`config.mk`:
```
export PLATFORM = sky130hd
export DESIGN_NAME = mcb_port_arbiter
export DESIGN_NICKNAME = d
export VERILOG_FILES = /design/src/rtl/mcb_port_arbiter.sv
export SDC_FILE = /design/constraint.sdc
export NUM_CORES = 1
export LEC_CHECK = 0
export BUFFER_PORTS_ARGS = -buffer_cell sky130_fd_sc_hd__buf_2
export CORE_AREA = 2 2 128 130
export CTS_CLUSTER_SIZE = 28
export DETAILED_ROUTE_END_ITERATION = 6
export DIE_AREA = 0 0 130 132
export PLACE_DENSITY = 0.61
export SYNTH_ARGS = -nofsm -noshare
export SYNTH_HDL_FRONTEND = slang
export SYNTH_SLANG_ARGS = --single-unit
```
`constraint.sdc`:
```
create_clock -name ifclk -period 1.75 [get_ports ifclk]
set_input_delay 0.2625 -clock ifclk [delete_from_list [all_inputs] [get_ports ifclk]]
set_output_delay 0.2625 -clock ifclk [all_outputs]
set_load 0.02 [all_outputs]
```
`src/rtl/mcb_port_arbiter.sv`:
```
// Shares one Spartan-6 MCB user port between two burst requesters: one grant at a time,
// write bursts fill the FIFO then issue the command, read bursts issue the command then drain.
module mcb_port_arbiter #(
  parameter bit FIXED_PRIORITY = 1'b0,
  parameter int TIMEOUT_W      = 16
) (
  input  logic        ifclk,
  input  logic        resetb,
  input  logic        rq0_req,
  input  logic        rq0_write,
  input  logic [29:0] rq0_addr,
  input  logic [5:0]  rq0_bl,
  input  logic [31:0] rq0_wdata,
  input  logic        rq0_wvalid,
  output logic        rq0_wready,
  output logic [31:0] rq0_rdata,
  output logic        rq0_rvalid,
  output logic        rq0_grant,
  output logic        rq0_done,
  output logic        rq0_err,
  input  logic        rq1_req,
  input  logic        rq1_write,
  input  logic [29:0] rq1_addr,
  input  logic [5:0]  rq1_bl,
  input  logic [31:0] rq1_wdata,
  input  logic        rq1_wvalid,
  output logic        rq1_wready,
  output logic [31:0] rq1_rdata,
  output logic        rq1_rvalid,
  output logic        rq1_grant,
  output logic        rq1_done,
  output logic        rq1_err,
  output logic        p_cmd_en,
  output logic [2:0]  p_cmd_instr,
  output logic [5:0]  p_cmd_bl,
  output logic [29:0] p_cmd_byte_addr,
  input  logic        p_cmd_full,
  output logic        p_wr_en,
  output logic [3:0]  p_wr_mask,
  output logic [31:0] p_wr_data,
  input  logic        p_wr_full,
  input  logic        p_wr_underrun,
  output logic        p_rd_en,
  input  logic [31:0] p_rd_data,
  input  logic        p_rd_empty,
  input  logic        p_rd_error
);

  // state  | meaning
  // IDLE   | no owner; arbitrate pending requests
  // WFILL  | owner streams bl+1 words into the MCB write FIFO
  // WCMD   | issue the write command
  // RCMD   | issue the read command
  // RDRAIN | forward bl+1 read words to the owner, watchdog armed
  // DONE   | one-cycle done pulse, owner still granted
  typedef enum logic [2:0] {
    S_IDLE, S_WFILL, S_WCMD, S_RCMD, S_RDRAIN, S_DONE
  } state_t;

  localparam logic [TIMEOUT_W-1:0] WDOG_ONE = TIMEOUT_W'(1);

  state_t               state_q, state_d;
  logic                 owner_q, owner_d;
  logic                 last_q, last_d;
  logic                 write_q, write_d;
  logic [27:0]          addr_q, addr_d;
  logic [5:0]           bl_q, bl_d;
  logic [6:0]           cnt_q, cnt_d;
  logic [TIMEOUT_W-1:0] wdog_q, wdog_d;
  logic [1:0]           err_q, err_d;
  logic                 win;

  logic in_wfill, in_wcmd, in_rcmd, in_rdrain, in_done, in_cmd, busy;
  logic sel_wvalid, wr_acc, rd_acc, cmd_fire, last_word;
  logic unused_addr_lsbs;

  assign in_wfill  = (state_q == S_WFILL);
  assign in_wcmd   = (state_q == S_WCMD);
  assign in_rcmd   = (state_q == S_RCMD);
  assign in_rdrain = (state_q == S_RDRAIN);
  assign in_done   = (state_q == S_DONE);
  assign in_cmd    = in_wcmd | in_rcmd;
  assign busy      = (state_q != S_IDLE);

  assign sel_wvalid = owner_q ? rq1_wvalid : rq0_wvalid;
  assign wr_acc     = in_wfill & sel_wvalid & ~p_wr_full;
  assign rd_acc     = in_rdrain & ~p_rd_empty;
  assign cmd_fire   = in_cmd & ~p_cmd_full;
  // 7-bit count against bl so a 64-word burst terminates without wrapping
  assign last_word  = (cnt_q == {1'b0, bl_q});

  assign unused_addr_lsbs = ^{rq0_addr[1:0], rq1_addr[1:0]};

  assign rq0_grant  = busy & ~owner_q;
  assign rq1_grant  = busy & owner_q;
  assign rq0_wready = in_wfill & ~owner_q & ~p_wr_full;
  assign rq1_wready = in_wfill & owner_q & ~p_wr_full;
  assign rq0_rvalid = rd_acc & ~owner_q;
  assign rq1_rvalid = rd_acc & owner_q;
  assign rq0_rdata  = (in_rdrain & ~owner_q) ? p_rd_data : '0;
  assign rq1_rdata  = (in_rdrain & owner_q) ? p_rd_data : '0;
  assign rq0_done   = in_done & ~owner_q;
  assign rq1_done   = in_done & owner_q;
  assign rq0_err    = err_q[0];
  assign rq1_err    = err_q[1];

  assign p_cmd_en        = cmd_fire;
  assign p_cmd_instr     = {2'b00, in_rcmd};
  assign p_cmd_bl        = in_cmd ? bl_q : '0;
  assign p_cmd_byte_addr = in_cmd ? {addr_q, 2'b00} : '0;
  assign p_wr_en         = wr_acc;
  assign p_wr_mask       = 4'b0000;
  assign p_wr_data       = in_wfill ? (owner_q ? rq1_wdata : rq0_wdata) : '0;
  assign p_rd_en         = rd_acc;

  always_comb begin
    state_d = state_q;
    owner_d = owner_q;
    last_d  = last_q;
    write_d = write_q;
    addr_d  = addr_q;
    bl_d    = bl_q;
    cnt_d   = cnt_q;
    wdog_d  = wdog_q;
    err_d   = err_q;
    win     = 1'b0;
    case (state_q)
      S_IDLE: begin
        if (rq0_req | rq1_req) begin
          if (rq0_req & rq1_req) win = FIXED_PRIORITY ? 1'b0 : ~last_q;
          else                   win = rq1_req;
          owner_d    = win;
          last_d     = win;
          write_d    = win ? rq1_write : rq0_write;
          addr_d     = win ? rq1_addr[29:2] : rq0_addr[29:2];
          bl_d       = win ? rq1_bl : rq0_bl;
          cnt_d      = '0;
          wdog_d     = '0;
          err_d[win] = 1'b0;
          state_d    = write_d ? S_WFILL : S_RCMD;
        end
      end
      S_WFILL: begin
        if (wr_acc) begin
          cnt_d = cnt_q + 7'd1;
          if (last_word) state_d = S_WCMD;
        end
      end
      S_WCMD:  if (cmd_fire) state_d = S_DONE;
      S_RCMD:  if (cmd_fire) state_d = S_RDRAIN;
      S_RDRAIN: begin
        if (rd_acc) begin
          cnt_d  = cnt_q + 7'd1;
          wdog_d = '0;
          if (last_word) state_d = S_DONE;
        end else if (&wdog_q) begin
          err_d[owner_q] = 1'b1;
          state_d        = S_DONE;
        end else begin
          wdog_d = wdog_q + WDOG_ONE;
        end
      end
      S_DONE:  state_d = S_IDLE;
      default: state_d = S_IDLE;
    endcase
    if (busy & (p_wr_underrun | p_rd_error)) err_d[owner_q] = 1'b1;
  end

  always_ff @(posedge ifclk or negedge resetb) begin
    if (!resetb) begin
      state_q <= S_IDLE;
      owner_q <= 1'b0;
      last_q  <= 1'b1;
      write_q <= 1'b0;
      addr_q  <= '0;
      bl_q    <= '0;
      cnt_q   <= '0;
      wdog_q  <= '0;
      err_q   <= '0;
    end else begin
      state_q <= state_d;
      owner_q <= owner_d;
      last_q  <= last_d;
      write_q <= write_d;
      addr_q  <= addr_d;
      bl_q    <= bl_d;
      cnt_q   <= cnt_d;
      wdog_q  <= wdog_d;
      err_q   <= err_d;
    end
  end

endmodule

```
# == Word-level counts from Yosys, hierarchy flattened ==
# Cells that the tools add are included.
# totals
ff_bits,64
elab_cells,110
# classes
addsub,2
order_cmp,4
n_eq_ne,15
mux,40
bitwise,30
reduce_logical,11
# op_table
operator,n
2-to-1 mux 32 bit,4
2-to-1 mux 16 bit,3
one-hot mux 16 bit (2 select lines),1
2-to-1 mux 30 bit,1
2-to-1 mux 28 bit,1
2-to-1 mux 3 bit,8
2-to-1 mux 7 bit,3
one-hot mux 7 bit (3 select lines),1
bitwise AND 1 bit,18
"adder 16 x 1 -> 16 bit, second input constant",1
AND reduction 16 bit,1
one-hot mux 3 bit (5 select lines),1
2-to-1 mux 6 bit,2
2-to-1 mux 2 bit,5
"inequality test 2 bit, second input constant",4
"adder 7 x 1 -> 7 bit, second input constant",1
equality test 7 x 6 -> 1 bit,1
2-to-1 mux 1 bit,7
AND reduction 7 bit,1
"equality test 3 x 2 -> 1 bit, second input constant",2
"equality test 3 bit, second input constant",2
nonzero test 3 bit,2
inverter 1 bit,5
"< comparator 1 x 2 -> 1 bit, second input constant",2
18 further kinds,25

# == Depth between registers and ports, before layout ==
# depth
depth_word,14
mapped_depth,7
mapped_depth_nobuf,6

# == Least setup slack after synthesis ==
# OpenSTA, ideal clock, no wires.
# synth_path
path_type,register to output
from,reg state_q[1]
to,out rq1_rdata[10]
arrival_time_ns,1.549
required_ns,1.487
path_slack_ns,-0.062
path_stages_with_launch,6
path_buffers,2
path_cell_list,dfrtp_1 nor2_1 and3_1 clkbuf_1 clkbuf_1 and2_1
# synth_via
elab_chain_cells,3
# synth_rtl
item,line_no,source
from (decl),62,"state_t state_q, state_d;"
from (signal assigned),181,state_q <= state_d;
equality test 3 bit,80,assign in_rdrain = (state_q == S_RDRAIN);
bitwise AND 1 bit,101,assign rq1_rdata = (in_rdrain & owner_q) ? p_rd_data : '0;
2-to-1 mux 32 bit,101,
to (decl),28,"output logic [31:0] rq1_rdata,"
# No other way between the ends.

# == Worst setup path in the final report ==
# layout_path
from,reg state_q[1]
to,out rq1_rdata[0]
# The elaborated chain is that of the path after synthesis.

==> flow_summary.ini <==
[worst_setup_path]
reg2reg_setup_slack_ns = -0.04
crit_fanout = 9
rr_endpoint = state_q[1]
end_kind = primary output
crit_type = reg2out
r2r-start = state_q[0]
slowest_stage = dfrtp_2
critPathRequiredTime_ns = 1.49
arrival_ns = 1.74
critPathMaxStageDelay_ns = 0.47
worstPathCellList = nor2_4 -> and3_4 -> buf_12 -> and2_1 -> buf_6
startpoint_type = flip-flop
r2r_cells = 5

[global_route]
grt_pass1_wl_mm = 30.37
top_usage_layer = met2
grt_pass1_vias = 5342
antenna_found_initial = 15
met3_usage = 0.08442
grt_util_met1 = 0.2990
grt_max_degree = 70
grt_util_met2 = 0.3703
grt.total_usage = 0.2335
overflow = 0

[route]
vias_per_cell = 4.912
wl_per_cell_um = 20.18
drcViolationCount = 0
drtAntennaViolNets = 0
routed_wirelength_mm = 23.62
drt_iter0_markers = 299
drtPass1Iterations = 5
vias = 5747

[timing]
period_share = 1.145
fmax_mhz = 499.1
worst_hold_slack_ns = 0.1931
slew_violations = 0
maxSlewHeadroom = 0.6505
hold_viol = 0
finalSetupViolations = 145
period_needed_ns = 2.004
rsz0062_at_grt = true
fin_skew_ns = 0.005463
setup_tns_ns = -24.20
layout_setup_ws_ns = -0.2536
worst_pin_slew_ns = 0.5243

[cts]
clk_latency_ns = 0.34
cts_buffer_depth = 2
root_buffer = clkbuf_16
cts_buffers = 9
tritoncts = built
h-tree-depth = 3
clkTransAtPathRegs_ns = 0.06
cts.sinks = 64

[layout]
layout_commonest_cell = buf_2
multiInputGateArea_um2 = 3522
most-common-layout-cells = buf_2 (181), buf_6 (128), buf_4 (80), and2_4 (61), dfrtp_1 (60)
drive_gt1_frac = 0.6159
fill_cells = 1332
area_delta_synth_final_pct = 100.0
final-seq-area_um2 = 1607
nNetsFinal = 1123

[synth]
synth_edf_count = 0
yosysTopAreaCellShare = 0.3390
async_flop_share = 1.000
ys_seq_elements = 64
syn_area_um2 = 4651
ys_seq_area_frac = 0.3446
ys_types = 56
syn_inst = 549
syn_area_per_cell_um2 = 8.471
synth.largest_area_cell = dfrtp_1
synth_flop_cell = dfrtp_1
yosysWarnings = 0
synth_area_leaders = dfrtp_1 (34%), mux2i_1 (14%), and2_1 (13%)

[run_status]
violations = negative setup slack
status = finished, violations left

[placement]
routabilityCongestion = 0.9288
dp_slack_ns = -0.1271
hpwlAfterDp_mm = 14.89
port_buffers = 320

[die]
ios = 333
fp.dieArea_um2 = 17160
start_util = 0.2960
dieWidth_um = 130
core_area_um2 = 15710
fp-row-count = 46
chipHeight_um = 132

[hold_path]
hp-class = in2reg
hp-start = rq0_addr[20]
hold_path_end = addr_q[18]
hold-path-cell-count = 3

[power_and_ir_drop]
power_mw = 12.68
p_per_area_nw_per_um2 = 1363
ir_worst_vdd_mv = 0.9238
p_leak_nw = 4.491

[flow_run]
maxCapViolCount = 0
## through the flow
step / cells / cell area (µm²) / utilization
2_1_floorplan: 556 / 4687 / -
3_3_place_gp: 1092 / 6794 / 0.4324
3_5_place_dp: 1092 / 6794 / 0.4324
4_1_cts: 1130 / 8112 / 0.5162
5_1_grt: 1164 / 9286 / 0.5910
6_report: 1170 / 9301 / 0.5920
## where the power goes
| group | switching (mW) | total, mW | leakage [nW] | internal [mW] |
|---|---|---|---|---|
| registers | 0.359 | 2.35 | 0.818 | 1.99 |
| logic | 4.28 | 8.48 | 3.53 | 4.19 |
| clock network | 0.736 | 1.85 | 0.140 | 1.12 |
## how the worst max path moves through the flow
| stage | startpoint | endpoint | slack (ns) | depth (start not counted) |
|---|---|---|---|---|
| 6_report | state_q[1] | rq1_rdata[0] | -0.25 | 5 |
| 5_1_grt | state_q[1] | p_cmd_byte_addr[10] | -0.30 | 6 |
| 4_1_cts | state_q[2] | p_cmd_bl[4] | -0.25 | 7 |
| 3_5_place_dp | state_q[1] | wdog_q[9] | -0.13 | 4 |
| 3_3_place_gp | state_q[1] | wdog_q[6] | -0.08 | 4 |
| 2_1_floorplan | state_q[2] | p_wr_data[10] | -0.02 | 6 |
## layout make-up
| class | instances | area share |
|---|---|---|
| timing repair buffer | 416 | 0.3826 |
| inverter | 4 | 0.001614 |
| clock inverter | 7 | 0.008744 |
| clock buffer | 9 | 0.02421 |
| antenna | 9 | 0.002421 |
| multi-input combinational | 445 | 0.3787 |
| tap | 216 | 0.02906 |
| sequential | 64 | 0.1727 |
## synthesized netlist by cell type, types with 2 or more instances
cell,n
nor2b_1,7
mux2i_1,67
nor3b_1,2
clkbuf_1,24
o21ai_0,50
dfrtp_1,63
a21oi_1,5
o31ai_2,3
xnor2_1,13
and2_1,99
nand2_1,42
nand4_1,4
nor2_1,60
buf_2,9
buf_4,10
inv_1,4
xor2_1,6
nand3_1,10
a211oi_1,10
or3_1,2
nand2b_1,5
ha_1,2
nor3_1,8
a21o_1,2
a22o_1,2
and3_1,6
nor4_1,3
buf_1,3
## sequential cells by signal (all words and copies together), names as in the netlist
| name | count |
|---|---|
| state_q | 3 |
| last_q | 1 |
| cnt_q | 7 |
| wdog_q | 16 |
| owner_q | 1 |
| addr_q | 28 |
| err_q | 2 |
| bl_q | 6 |
## cells by family after synthesis
group / after synthesis / share of synthesized area
other cells: 1 / 0.0008063
compound gates: 85 / 0.1135
mux: 68 / 0.1466
simple gates: 260 / 0.3024
xor+xnor: 19 / 0.03578
flops: 64 / 0.3446
buf+inv: 50 / 0.05085
fa+ha+maj: 2 / 0.005380
## per-layer routing
| metal | wire length (µm) | share of wire |
|---|---|---|
| met1 | 9462 | 0.40 |
| met3 | 2251 | 0.095 |
| met2 | 11410 | 0.48 |
| met4 | 454 | 0.019 |
| met5 | 38 | 0.0016 |
## timing repair
action                                  CTS  global route
gates cloned                              6            23
hold buffers                              1             0
pin swaps                                21            50
buffers inserted                         16            15
endpoints found under the setup margin  159           200
resized for setup                       247           216
endpoints found under the hold margin    24             0
## worst max-delay path: cells and delay by family, from the launching register on
| family | cells | cell delay, ns |
|---|---|---|
| buffers and inverters | 2 | 0.29 |
| flip-flops | 1 | 0.47 |
| AND/OR/NAND/NOR | 3 | 0.63 |
(Power assumes the default switching activity.)
